--- src/rtl/instr_fetch.sv ---
// Instruction fetch front end: one outstanding memory request feeding a
// 2-entry {pc, instruction} queue, with branch redirect and stale-response drain.
module instr_fetch #(
    parameter int                WORD      = 64,
    parameter int                INSTR_LEN = 32,
    parameter logic [WORD-1:0]   RESET_PC  = {WORD{1'b0}}
) (
    input  logic                 clk,
    input  logic                 rst_n,
    input  logic                 branch_taken,
    input  logic [WORD-1:0]      branch_target,
    output logic                 imem_req,
    output logic [WORD-1:0]      imem_addr,
    input  logic                 imem_ack,
    input  logic [INSTR_LEN-1:0] imem_data,
    output logic                 instr_valid,
    input  logic                 instr_ready,
    output logic [INSTR_LEN-1:0] instruction,
    output logic [WORD-1:0]      pc
);

    localparam logic [1:0] ST_REQ   = 2'd0;
    localparam logic [1:0] ST_FULL  = 2'd1;
    localparam logic [1:0] ST_DRAIN = 2'd2;

    localparam logic [WORD-1:0] PC_STEP = {{(WORD-3){1'b0}}, 3'b100};

    logic [1:0]           state_r;
    logic [1:0]           state_s;
    logic [1:0]           count_r;
    logic [1:0]           count_s;
    logic [1:0]           kept_s;
    logic [WORD-1:0]      fetch_pc_r;
    logic [WORD-1:0]      fetch_pc_s;
    logic [WORD-1:0]      req_addr_r;
    logic [WORD-1:0]      req_addr_s;
    logic [WORD-1:0]      next_addr_s;
    logic [WORD-1:0]      head_pc_r;
    logic [WORD-1:0]      head_pc_s;
    logic [WORD-1:0]      tail_pc_r;
    logic [WORD-1:0]      tail_pc_s;
    logic [INSTR_LEN-1:0] head_instr_r;
    logic [INSTR_LEN-1:0] head_instr_s;
    logic [INSTR_LEN-1:0] tail_instr_r;
    logic [INSTR_LEN-1:0] tail_instr_s;
    logic                 pop_s;
    logic                 push_s;

    // Queue occupancy control: pop/push qualification and post-edge count.
    always_comb begin
        pop_s  = (count_r != 2'd0) && instr_ready && !branch_taken;
        kept_s = count_r - {1'b0, pop_s};
        push_s = (state_r == ST_REQ) && imem_ack && !branch_taken && (kept_s != 2'd2);
        if (branch_taken) begin
            count_s = 2'd0;
        end else begin
            count_s = kept_s + {1'b0, push_s};
        end
    end

    // Queue storage: head/tail shift on pop, new entry lands behind survivors.
    always_comb begin
        head_pc_s    = head_pc_r;
        head_instr_s = head_instr_r;
        tail_pc_s    = tail_pc_r;
        tail_instr_s = tail_instr_r;
        case ({pop_s, push_s})
            2'b10: begin
                head_pc_s    = tail_pc_r;
                head_instr_s = tail_instr_r;
            end
            2'b01: begin
                if (count_r == 2'd0) begin
                    head_pc_s    = req_addr_r;
                    head_instr_s = imem_data;
                end else begin
                    tail_pc_s    = req_addr_r;
                    tail_instr_s = imem_data;
                end
            end
            2'b11: begin
                if (count_r == 2'd2) begin
                    head_pc_s    = tail_pc_r;
                    head_instr_s = tail_instr_r;
                    tail_pc_s    = req_addr_r;
                    tail_instr_s = imem_data;
                end else begin
                    head_pc_s    = req_addr_r;
                    head_instr_s = imem_data;
                end
            end
            default: begin
                head_pc_s    = head_pc_r;
                head_instr_s = head_instr_r;
            end
        endcase
    end

    // Fetch FSM: request sequencing, redirect handling and stale-response drain.
    always_comb begin
        state_s     = state_r;
        fetch_pc_s  = fetch_pc_r;
        req_addr_s  = req_addr_r;
        next_addr_s = req_addr_r + PC_STEP;
        case (state_r)
            ST_REQ: begin
                if (branch_taken) begin
                    fetch_pc_s = branch_target;
                    if (imem_ack) begin
                        req_addr_s = branch_target;
                        state_s    = ST_REQ;
                    end else begin
                        // The unacked request must still complete at its old address.
                        state_s    = ST_DRAIN;
                    end
                end else if (push_s) begin
                    fetch_pc_s = next_addr_s;
                    req_addr_s = next_addr_s;
                    state_s    = (count_s == 2'd2) ? ST_FULL : ST_REQ;
                end else begin
                    state_s    = ST_REQ;
                end
            end
            ST_FULL: begin
                if (branch_taken) begin
                    fetch_pc_s = branch_target;
                    req_addr_s = branch_target;
                    state_s    = ST_REQ;
                end else if (pop_s) begin
                    state_s    = ST_REQ;
                end else begin
                    state_s    = ST_FULL;
                end
            end
            ST_DRAIN: begin
                if (branch_taken) begin
                    fetch_pc_s = branch_target;
                    if (imem_ack) begin
                        req_addr_s = branch_target;
                        state_s    = ST_REQ;
                    end else begin
                        state_s    = ST_DRAIN;
                    end
                end else if (imem_ack) begin
                    req_addr_s = fetch_pc_r;
                    state_s    = ST_REQ;
                end else begin
                    state_s    = ST_DRAIN;
                end
            end
            default: begin
                state_s    = ST_REQ;
                req_addr_s = fetch_pc_r;
            end
        endcase
    end

    // State registers with synchronous active-low reset.
    always_ff @(posedge clk) begin
        if (!rst_n) begin
            state_r      <= ST_REQ;
            count_r      <= 2'd0;
            fetch_pc_r   <= RESET_PC;
            req_addr_r   <= RESET_PC;
            head_pc_r    <= {WORD{1'b0}};
            tail_pc_r    <= {WORD{1'b0}};
            head_instr_r <= {INSTR_LEN{1'b0}};
            tail_instr_r <= {INSTR_LEN{1'b0}};
        end else begin
            state_r      <= state_s;
            count_r      <= count_s;
            fetch_pc_r   <= fetch_pc_s;
            req_addr_r   <= req_addr_s;
            head_pc_r    <= head_pc_s;
            tail_pc_r    <= tail_pc_s;
            head_instr_r <= head_instr_s;
            tail_instr_r <= tail_instr_s;
        end
    end

    // Request and valid are forced low while reset is held.
    assign imem_req    = rst_n && (state_r != ST_FULL);
    assign imem_addr   = req_addr_r;
    assign instr_valid = rst_n && (count_r != 2'd0);
    assign instruction = head_instr_r;
    assign pc          = head_pc_r;

endmodule

--- config.mk ---
export PLATFORM = sky130hd
export DESIGN_NAME = instr_fetch
export DESIGN_NICKNAME = d
export VERILOG_FILES = /design/src/rtl/instr_fetch.sv
export SDC_FILE = /design/constraint.sdc
export NUM_CORES = 1
export LEC_CHECK = 0
export ABC_AREA = 1
export BUFFER_PORTS_ARGS = -buffer_cell sky130_fd_sc_hd__buf_2
export CAP_MARGIN = 40
export CELL_PAD_IN_SITES_DETAIL_PLACEMENT = 0
export CELL_PAD_IN_SITES_GLOBAL_PLACEMENT = 1
export CORE_ASPECT_RATIO = 0.6
export CORE_UTILIZATION = 44
export CTS_CLUSTER_DIAMETER = 80
export DETAILED_ROUTE_END_ITERATION = 16
export GPL_TIMING_DRIVEN = 1
export PLACE_DENSITY_LB_ADDON = 0.1
export SYNTH_ARGS = -nofsm -noshare
export SYNTH_HDL_FRONTEND = slang
export SYNTH_SLANG_ARGS = --single-unit
export TNS_END_PERCENT = 30
--- constraint.sdc ---
create_clock -name clk -period 6.4 [get_ports clk]
set_input_delay 0.32 -clock clk [delete_from_list [all_inputs] [get_ports clk]]
set_output_delay 0.32 -clock clk [all_outputs]
set_load 0.02 [all_outputs]
[After elaboration in Yosys (flattened, before gate mapping)]
Index checks and enable logic that the tools add are counted.
Word-level totals
  register bits after elaboration: 324
  bits of input ports: 101
  output and inout port bits: 162
  logic and storage cells: 75
Operators by class
  add/sub/neg operators: 3
  equal/unequal tests: 16
  muxes and demuxes: 29
  reductions and logical operators: 19
Operators by type and width (count)
  $mux 64: 11
  $pmux 64 s3: 2
  $pmux 64 s2: 2
  $mux 32: 4
  $pmux 32 s3: 1
  $add 64x3->64 const B: 1
  $pmux 32 s2: 1
  $eq 2x2->1 const B: 5
  $ne 2x2->1 const B: 5
  $reduce_and 3->1: 3
  $logic_and 1x1->1: 7
  $mux 2: 3
  $ne 3x3->1 const B: 2
  $pmux 2 s3: 1
  $reduce_bool 2->1: 3
  $eq 2x1->1 const B: 2
  $logic_not 2->1: 2
  $mux 1: 4
  $ne 2x1->1 const B: 2
  $reduce_bool 3->1: 1
  $add 2x1->2: 1
  $reduce_and 2->1: 1
  $reduce_or 2->1: 1
  $sub 2x1->2: 1
  $logic_not 1->1: 1

[Logic depth before layout (Yosys ltp)]
Gate-level depths: netlist of the first run.
  depth after elaboration: 13
  mapped depth: 13
  depth with buffers taken out: 13

[Least setup slack after synthesis of the first run]
OpenSTA, ideal clock, no wires.
  path kind: flip-flop to flip-flop
  start: register count_r[1]
  end: register fetch_pc_r[29]
  library setup time: 0.128 ns
  arrival: 1.924 ns
  data required time: 6.272 ns
  setup slack: 4.348 ns
  stages on the path, launching flop included: 12
  buffers on the path: 2
  period minus slack after synthesis: 2.052 ns
  cells stage by stage: dfxtp_1 > nor2_1 > inv_2 > nand3_1 > inv_2 > ha_1 > a21oi_2 > nor2_4 > nor2_2 > buf_4 > clkbuf_1 > a21oi_1
Between the ends
  cells in the longest elaborated chain, start to end: 8
Ends and longest elaborated chain
  from (decl): RTL line 30  | logic [1:0] count_r;
  from (signal assigned): RTL line 171  | count_r <= count_s;
  $reduce_bool 2->1: RTL line 51  | pop_s = (count_r != 2'd0) && instr_ready && !branch_taken;
  $logic_and 1x1->1 (2 in series): RTL line 51
  $sub 2x1->2 (*): RTL line 52  | kept_s = count_r - {1'b0, pop_s};
  $ne 2x2->1 (*): RTL line 53  | push_s = (state_r == ST_REQ) && imem_ack && !branch_taken && (kept_s != 2'd2);
  $logic_and 1x1->1 (*): RTL line 53
  $ne 3x3->1 (no source line) (*)
  $reduce_and 3->1 (no source line) (*)
  to (signal assigned): RTL line 172  | fetch_pc_r <= fetch_pc_s;
  to (decl): RTL line 33  | logic [WORD-1:0] fetch_pc_r;
Every way passes the cells marked *; elsewhere a longest branch is shown, timed or not.
A chain may end at the register's enable or synchronous reset.

[Worst setup path in the final report of the first run]
  start: register state_r[0]
  end: register req_addr_r[3], in the netlist imem_addr[3]
Between the ends
  cells in the longest elaborated chain, start to end: 6
  elaborated cells on any way between the ends: 11
  those cells by class: 5 x eq/ne; 1 x mux; 5 x reduce/logical
Ends and longest elaborated chain
  from (decl): RTL line 28  | logic [1:0] state_r;
  from (signal assigned): RTL line 170  | state_r <= state_s;
  $logic_not 2->1: RTL line 53, 105
  $logic_and 1x1->1 (3 in series): RTL line 53
  $ne 3x3->1 (no source line)
  $reduce_and 3->1 (no source line)
  to (signal assigned): RTL line 173  | req_addr_r <= req_addr_s;
  to (decl): RTL line 35  | logic [WORD-1:0] req_addr_r;
Several ways; a longest one is shown, not always the timed one.

==> impl_metrics.tcl, run 1 <==
set metrics [dict create \
    vdd_drop_max_uv 182 \
    postLayoutCellArea_um2 19400 \
    post-route-drc-count 0 \
    tns_ps 0 \
    ys_seq_elements 324 \
    critPathLaunch "state_r[0]$_SDFF_PN0_" \
    path_cells "inv_1 > ha_1 > inv_2 > nor2_4 > buf_4 > inv_2 > nor2_4 > nor2_4 > inv_2 > buf_4 > o21ai_0 > a21o_1 > inv_1" \
    number_of_nets_in_the_synthesized_netlist 2576 \
    netlist_top_cells_area "dfxtp_1 (39%), nand2_1 (11%), a21oi_1 (11%)" \
    synth_top_cell_by_area "dfxtp_1" \
    syn_area_um2 16800 \
    slew_viol_final 0 \
    cts-root-to-sink-buffers 3 \
    clock_insertion_delay_worst_skew_ps 540 \
    die_x_um 255 \
    crit-reg2reg-launch "state_r[0]$_SDFF_PN0_" \
    insertedDiodeCount 0 \
    worst_setup_path_endpoint "imem_addr[3]$_SDFFE_PN0P_" \
    detailedRoute.firstPassIterationCount 5 \
    arrival_ps 3960 \
    avgSynthCellArea_um2 6.82 \
    worstRegToRegCells 13 \
    grt_max_degree 157 \
    die-height_um 154 \
    layout-drive-gt1-share_pct 14.3 \
    synth_enable_flop_cells 0 \
    synth_top_family_by_area "compound AO/OA/AOI/OAI gates" \
    placement.io_buffers 262 \
    worst_slew_margin_rel_pct 38.7 \
    timing_hold_violations_final 0 \
    synth_top_cells_by_count "nand2_1 (510), a21oi_1 (358), dfxtp_1 (324)" \
    max_clock_freq_mhz 287 \
    power_density_nw_per_um2 264 \
    cellLeakagePower_nw 8.55 \
    synth-xor-area-share_pct 1.25 \
    timing.final.setup_violations 0 \
    h-tree-depth 2 \
    fraction_of_the_mapped_netlist_area_in_compound_gates_pct 24.2 \
    detailroute.via_count 17900 \
    drt_iter0_markers 1953 \
    timing.max_cap.violations 0 \
    slowest_stage "buf_4" \
    synth_fa_ha_area_share_pct 0.446 \
    post-cts-setup-buffer-count 0 \
    top_family_by_delay_on_critical_path "buffers and inverters" \
    run_status "finished clean" \
    rr_endpoint "imem_addr[3]$_SDFFE_PN0P_" \
    nFillCells 3877 \
    tritoncts_clock_tree "done" \
    worst_clock_skew_ps 20.2 \
    worst-endpoint-required_ps 6870 \
    final_antenna_net_count 0 \
    clk_transition_reported_paths_ps 60 \
    syn_to_final_growth_pct 15.3 \
    hold_buffers 0 \
    netlist-cell-type-count 36 \
    synthArstFlopShare_pct 0 \
    clock-sinks 324 \
    worst_setup_path_start_kind "flop" \
    cp.depth 13 \
    hpwl_mm 45.1 \
    design.final.nets 2733 \
    antenna_violations_before_repair 0 \
    post_dp_cell_area_um2 18300 \
    cts_resized 0 \
    synthMostInstantiatedCell "nand2_1" \
    netlist.area_leader.share_pct 38.5 \
    grt_pass1_wl_mm 97.5 \
    placement.setup.worst_slack_ps 2600 \
    inserted_clock_buffers 34 \
    timing.critical_path.slowest_cell_delay_ps 600 \
    gr-total-overflow 0 \
    synth-simple-area-share_pct 22.4 \
    worst-path-buf-inv 7 \
    reg2reg_setup_slack_ps 2920 \
    post_detailed_routing_wire_length_mm 64.6 \
    timing.final.crit_share_pct 54.4 \
    synthesis.yosys.warnings 0 \
    crit_end_category "flop" \
    first_global_vias 16100 \
    finalWorstPathRequiredPeriod_ps 3480 \
    die_area_um2 39100 \
    avgViaCountPerCell 5.66 \
    worst_slew_pin_slew_ps 919 \
    io_pins 263 \
    fp-row-count 55 \
    hold_path.class "input pin to flop" \
    root_buffer "clkbuf_16" \
    crit_path_max_fanout 55 \
    fp.coreArea_um2 37700 \
    synth_sequential_area_ratio_pct 38.5 \
    synth.area.mux_share_pct 5.70 \
    synth-main-ff-cell "dfxtp_1" \
    starting_density_of_the_core_pct 44.7 \
    synthCells 2469 \
    routabilityCongestion 0.968 \
    setup_slack_ps 2920 \
    wl_per_cell_um 20.4 \
    unrepaired_setup_endpoints_after_global_routing "no" \
    path_class "flop to flop" \
    groute.usage.overall_pct 32.4 \
]
-- flip-flops by register name, indices dropped and copies added, names as in the netlist --
name          cells
count_r           2
fetch_pc_r       64
imem_addr        64
instruction      32
pc               64
state_r           2
tail_instr_r     32
tail_pc_r        64
-- cell usage in the layout (no fill, tap or decap), types with 3 or more instances in the layout --
cell type,n
a211oi_1,7
a21oi_1,358
a22oi_1,3
a31oi_1,5
buf_12,4
buf_2,261
buf_4,20
clkbuf_1,7
clkbuf_16,35
clkbuf_8,5
clkinv_2,6
dfxtp_1,324
ha_1,6
inv_1,122
inv_2,12
mux2i_1,96
nand2_1,509
nand3_1,90
nand4_1,12
nor2_1,300
nor2_2,5
nor2_4,10
nor3_1,3
o211ai_1,45
o21ai_0,279
o21ai_1,57
o22ai_1,15
or2_2,8
xor2_1,22
-- area by class of cell --
class / count / area, um^2 / share of cell area (%)
tap: 513 / 642 / 3.30
clock buffer: 47 / 971 / 5.00
timing repair buffer: 286 / 1550 / 7.97
sequential: 324 / 6490 / 33.4
clock inverter: 11 / 115 / 0.593
multi-input combinational: 1846 / 9160 / 47.2
inverter: 134 / 503 / 2.59
-- report_power, final --
group | leakage, nW | total [mW] | switching [mW] | internal (mW)
sequential | 2.65 | 2.29 | 0.134 | 2.16
combinational | 5.37 | 0.826 | 0.567 | 0.259
clock | 0.536 | 2.01 | 0.864 | 1.14
-- through the flow --
step	std cells	hold WS, ps	total power, mW	utilization [%]
after CTS	3161	6.10	5.14	51.5
after floorplan	2469	455	2.84	-
after global routing	3161	26.2	5.34	51.5
after detailed placement	3103	500	3.14	48.6
after global placement	3100	492	3.12	48.5
final	3161	28.8	5.12	51.5
-- kinds of logic (layout without fill, tap and decap cells) --
logic type | after synthesis | count (layout)
buf+inv | 299 | 478
mux | 96 | 96
xor+xnor | 24 | 24
flops | 324 | 324
fa+ha+maj | 6 | 6
simple gates | 942 | 942
compound gates | 778 | 778
-- worst min-delay path: cells and delay by family --
kind                   cells  cell delay [ps]
AND/OR/NAND/NOR            2              120
buffers and inverters      1               90
-- per-layer routing --
metal	vias to the layer above	part of all wire, %	global-route usage [%]
met5	-	0	0
met4	0	1.6	6.59
met3	72	9.2	6.52
met2	757	40	44.6
met1	8427	49	50.8
li1	8633	-	-
-- worst min-delay path by stage --
stage | startpoint | endpoint | depth (start not counted)
3_3_place_gp | tail_instr_r[26]$_SDFFE_PN0P_ | tail_instr_r[26]$_SDFFE_PN0P_ | 2
4_1_cts | imem_data[7] | tail_instr_r[7]$_SDFFE_PN0P_ | 3
5_1_grt | imem_data[15] | tail_instr_r[15]$_SDFFE_PN0P_ | 3
6_report | imem_data[3] | tail_instr_r[3]$_SDFFE_PN0P_ | 3
2_1_floorplan | imem_data[10] | tail_instr_r[10]$_SDFFE_PN0P_ | 2
3_5_place_dp | tail_instr_r[3]$_SDFFE_PN0P_ | tail_instr_r[3]$_SDFFE_PN0P_ | 2
Note: power is estimated with default switching activity, not from simulation.
==> inputs of run 2 (changes only) <==
ABC_AREA = 0   (was 1)
CORE_UTILIZATION = 38   (was 44)
clock period = 3.05 ns   (was 6.4 ns; I/O delays follow)
==> run 2 against run 1 <==
- wire length rose by 4.1%
- critical path depth down 4
- non-clock buffer count is 185 higher
- power increased by 130%
- largest cell class unchanged
==> impl_metrics.tcl, run 2 <==
set metrics [dict create \
    run_status "finished clean" \
    cellLeakagePower_nw 8.40 \
    power.sequential.fraction_pct 40.5 \
    power_density_nw_per_um2 557 \
    worst_slew_pin_slew_ps 820 \
    fraction_of_the_mapped_netlist_area_in_compound_gates_pct 26.5 \
    postLayoutCellArea_um2 21100 \
    synth-main-ff-cell "dfxtp_1" \
    switching_share_pct 30.6 \
    synthesis.yosys.warnings 0 \
    worstRegToRegCells 9 \
    fp.coreArea_um2 43300 \
    slew_viol_final 0 \
    hold_path_startpoint "branch_target[39]" \
    synth_top_cells_by_count "dfxtp_1 (324), nand2_1 (310), a21oi_1 (187)" \
    vdd_drop_max_uv 417 \
    synthArstFlopShare_pct 0 \
    root_buffer "clkbuf_16" \
    worst_slew_margin_rel_pct 45.3 \
    switching_power_mw 3.59 \
    antenna_violations_before_repair 0 \
    layout_commonest_cell "dfxtp_1" \
    fp-row-count 59 \
    worst_setup_path_start_kind "flop" \
    global_route.usage.met2_pct 41.8 \
    hold_buffers 77 \
    ys_seq_elements 324 \
    detailroute.via_count 17400 \
    rr_endpoint "imem_addr[60]$_SDFFE_PN0P_" \
    worst_clock_skew_ps 12.8 \
    placement.io_buffers 262 \
    cts_resized 0 \
    global_route.usage.met1_pct 43.8 \
    min_to "fetch_pc_r[39]$_SDFFE_PN0P_" \
    power.clock.fraction_pct 40.1 \
    insertedDiodeCount 0 \
    clock_insertion_delay_worst_skew_ps 540 \
    die_area_um2 44700 \
    worst-endpoint-required_ps 3520 \
    drt_iter0_markers 1966 \
    timing.final.crit_share_pct 93.7 \
    tritoncts_clock_tree "done" \
    avgViaCountPerCell 5.86 \
    grt_max_degree 101 \
    crit_end_category "flop" \
    h-tree-depth 2 \
    timing.final.setup_violations 0 \
    io_pins 263 \
    most-common-layout-cells "dfxtp_1 (324), nand2_1 (309), buf_2 (263), a21oi_1 (185), nor2_1 (179)" \
    grt_pass1_wl_mm 99.4 \
    clk_transition_reported_paths_ps 70 \
    routabilityCongestion 0.986 \
    crit_path_max_fanout 9 \
    timing.max_cap.violations 0 \
    clock-sinks 324 \
    post-cts-setup-buffer-count 0 \
    design.final.nets 2479 \
    number_of_nets_in_the_synthesized_netlist 2194 \
    hold_path.class "input pin to flop" \
    timing_hold_violations_final 0 \
    timing.hold.worst_path_depth 3 \
    synth_enable_flop_cells 0 \
    synth_sequential_area_ratio_pct 38.9 \
    reg2reg_setup_slack_ps 190 \
    netlist_top_cells_area "dfxtp_1 (39%), nand2_1 (7.0%), mux2i_1 (6.0%)" \
    wl_per_cell_um 22.6 \
    die_x_um 272 \
    synth-xor-area-share_pct 2.47 \
    netlist.area_leader.share_pct 38.9 \
    power_report.internal_total_mw 8.14 \
    cts-root-to-sink-buffers 3 \
    synth_fa_ha_area_share_pct 0.450 \
    synth-simple-area-share_pct 19.5 \
    synth_top_family_by_area "compound AO/OA/AOI/OAI gates" \
    post_detailed_routing_wire_length_mm 67.2 \
    post-route-drc-count 0 \
    globalRoute.busiestLayer "met1" \
    netlist-cell-type-count 79 \
    arrival_ps 3330 \
    first_global_vias 15700 \
    synth_top_cell_by_area "dfxtp_1" \
    hold_slack_ps 8.80 \
    finalWorstPathRequiredPeriod_ps 2860 \
    synthMostInstantiatedCell "dfxtp_1" \
    synth.area.mux_share_pct 6.01 \
    tns_ps 0 \
    syn_to_final_growth_pct 26.4 \
    hpwl_mm 44.7 \
    syn_area_um2 16700 \
    die-height_um 164 \
    gr-total-overflow 0 \
    path_class "flop to flop" \
    starting_density_of_the_core_pct 38.5 \
    groute.usage.overall_pct 28.9 \
    unrepaired_setup_endpoints_after_global_routing "no" \
    avgSynthCellArea_um2 7.99 \
    final_antenna_net_count 0 \
    max_clock_freq_mhz 350 \
    synthCells 2087 \
    inserted_clock_buffers 36 \
    power_frac_comb_pct 19.4 \
    post_dp_cell_area_um2 19000 \
    detailedRoute.firstPassIterationCount 8 \
    met3_grt_util_pct 5.28 \
    layout-drive-gt1-share_pct 20.1 \
    crit-reg2reg-launch "count_r[1]$_SDFF_PN0_" \
]
[run 2: cell count changes in the layout (fill, tap and decap cells not counted), sizes merged, moves of 30 or more]
| cell | previous run | this run |
|---|---|---|
| inv | 136 | 25 |
| nand3 | 90 | 43 |
| nand2 | 512 | 310 |
| nor2 | 315 | 182 |
| buf | 286 | 394 |
| o21ai | 338 | 104 |
| nor3 | 3 | 34 |
| a221oi | 0 | 38 |
| a211oi | 7 | 106 |
| xnor2 | 2 | 32 |
| a21oi | 359 | 188 |
| dlygate4sd3 | 0 | 77 |
[run 2: cell families after synthesis]
kind of cell,count (synthesis)
buffers and inverters,248
flip-flops,324
AND/OR/NAND/NOR,705
multiplexers,100
AO/OA/AOI/OAI,657
XOR/XNOR,47
adder cells (fa/ha/maj),6
[run 2: final cells by class]
| cell class | instances | area, um^2 |
|---|---|---|
| Clock buffer | 54 | 1070 |
| Clock inverter | 12 | 176 |
| Fill cell | 4309 | 22200 |
| Inverter | 24 | 97.6 |
| Multi-Input combinational cell | 1515 | 9230 |
| Sequential cell | 324 | 6490 |
| Tap cell | 579 | 724 |
| Timing Repair Buffer | 471 | 3270 |
[run 2: stage by stage]
step / power [mW] / setup slack (ps) / std cells / utilization (%)
after detailed placement: 7.00 / 302 / 2836 / 44.0
after global placement: 6.98 / 365 / 2835 / 44.0
final: 11.7 / 191 / 2979 / 48.7
after CTS: 11.8 / 282 / 2979 / 48.7
after floorplan: 6.10 / 356 / 2087 / -
after global routing: 12.2 / 78.4 / 2979 / 48.7
[run 2: worst max path at each step]
stage | from | cells past startpoint | endpoint | slack (ps)
6_report | count_r[1]$_SDFF_PN0_ | 9 | imem_addr[60]$_SDFFE_PN0P_ | 190
5_1_grt | count_r[1]$_SDFF_PN0_ | 9 | imem_addr[56]$_SDFFE_PN0P_ | 80
4_1_cts | count_r[1]$_SDFF_PN0_ | 9 | imem_addr[56]$_SDFFE_PN0P_ | 280
3_5_place_dp | count_r[1]$_SDFF_PN0_ | 9 | imem_addr[56]$_SDFFE_PN0P_ | 300
3_3_place_gp | count_r[1]$_SDFF_PN0_ | 9 | imem_addr[60]$_SDFFE_PN0P_ | 360
2_1_floorplan | count_r[1]$_SDFF_PN0_ | 11 | imem_addr[60]$_SDFFE_PN0P_ | 360
[run 2: worst max-delay path, stage by stage (launching register included)]
cell	delay, ps
dfxtp_1	510
nor2_2	80
nor3b_2	200
ha_1	340
a211oi_1	330
and2b_1	200
nand2_1	240
or4_1	560
o21a_1	200
o22ai_2	120
[run 2: layer usage]
| metal | share of wire [%] | wire, um | up-vias |
|---|---|---|---|
| met1 | 48 | 32200 | 8352 |
| li1 | - | - | 8187 |
| met4 | 1.6 | 1080 | 0 |
| met2 | 41 | 27900 | 818 |
| met3 | 9.0 | 6030 | 92 |
| met5 | 0 | 0 | - |
[run 2: power by group through the flow]
| stage | sequential, mW | combinational [mW] | clock (mW) |
|---|---|---|---|
| floorplan | 4.99 | 1.11 | 0 |
| global placement | 4.83 | 2.15 | 0 |
| detailed placement | 4.84 | 2.16 | 0 |
| CTS | 4.74 | 2.25 | 4.77 |
| global route | 4.79 | 2.43 | 4.98 |
| finish | 4.75 | 2.27 | 4.71 |
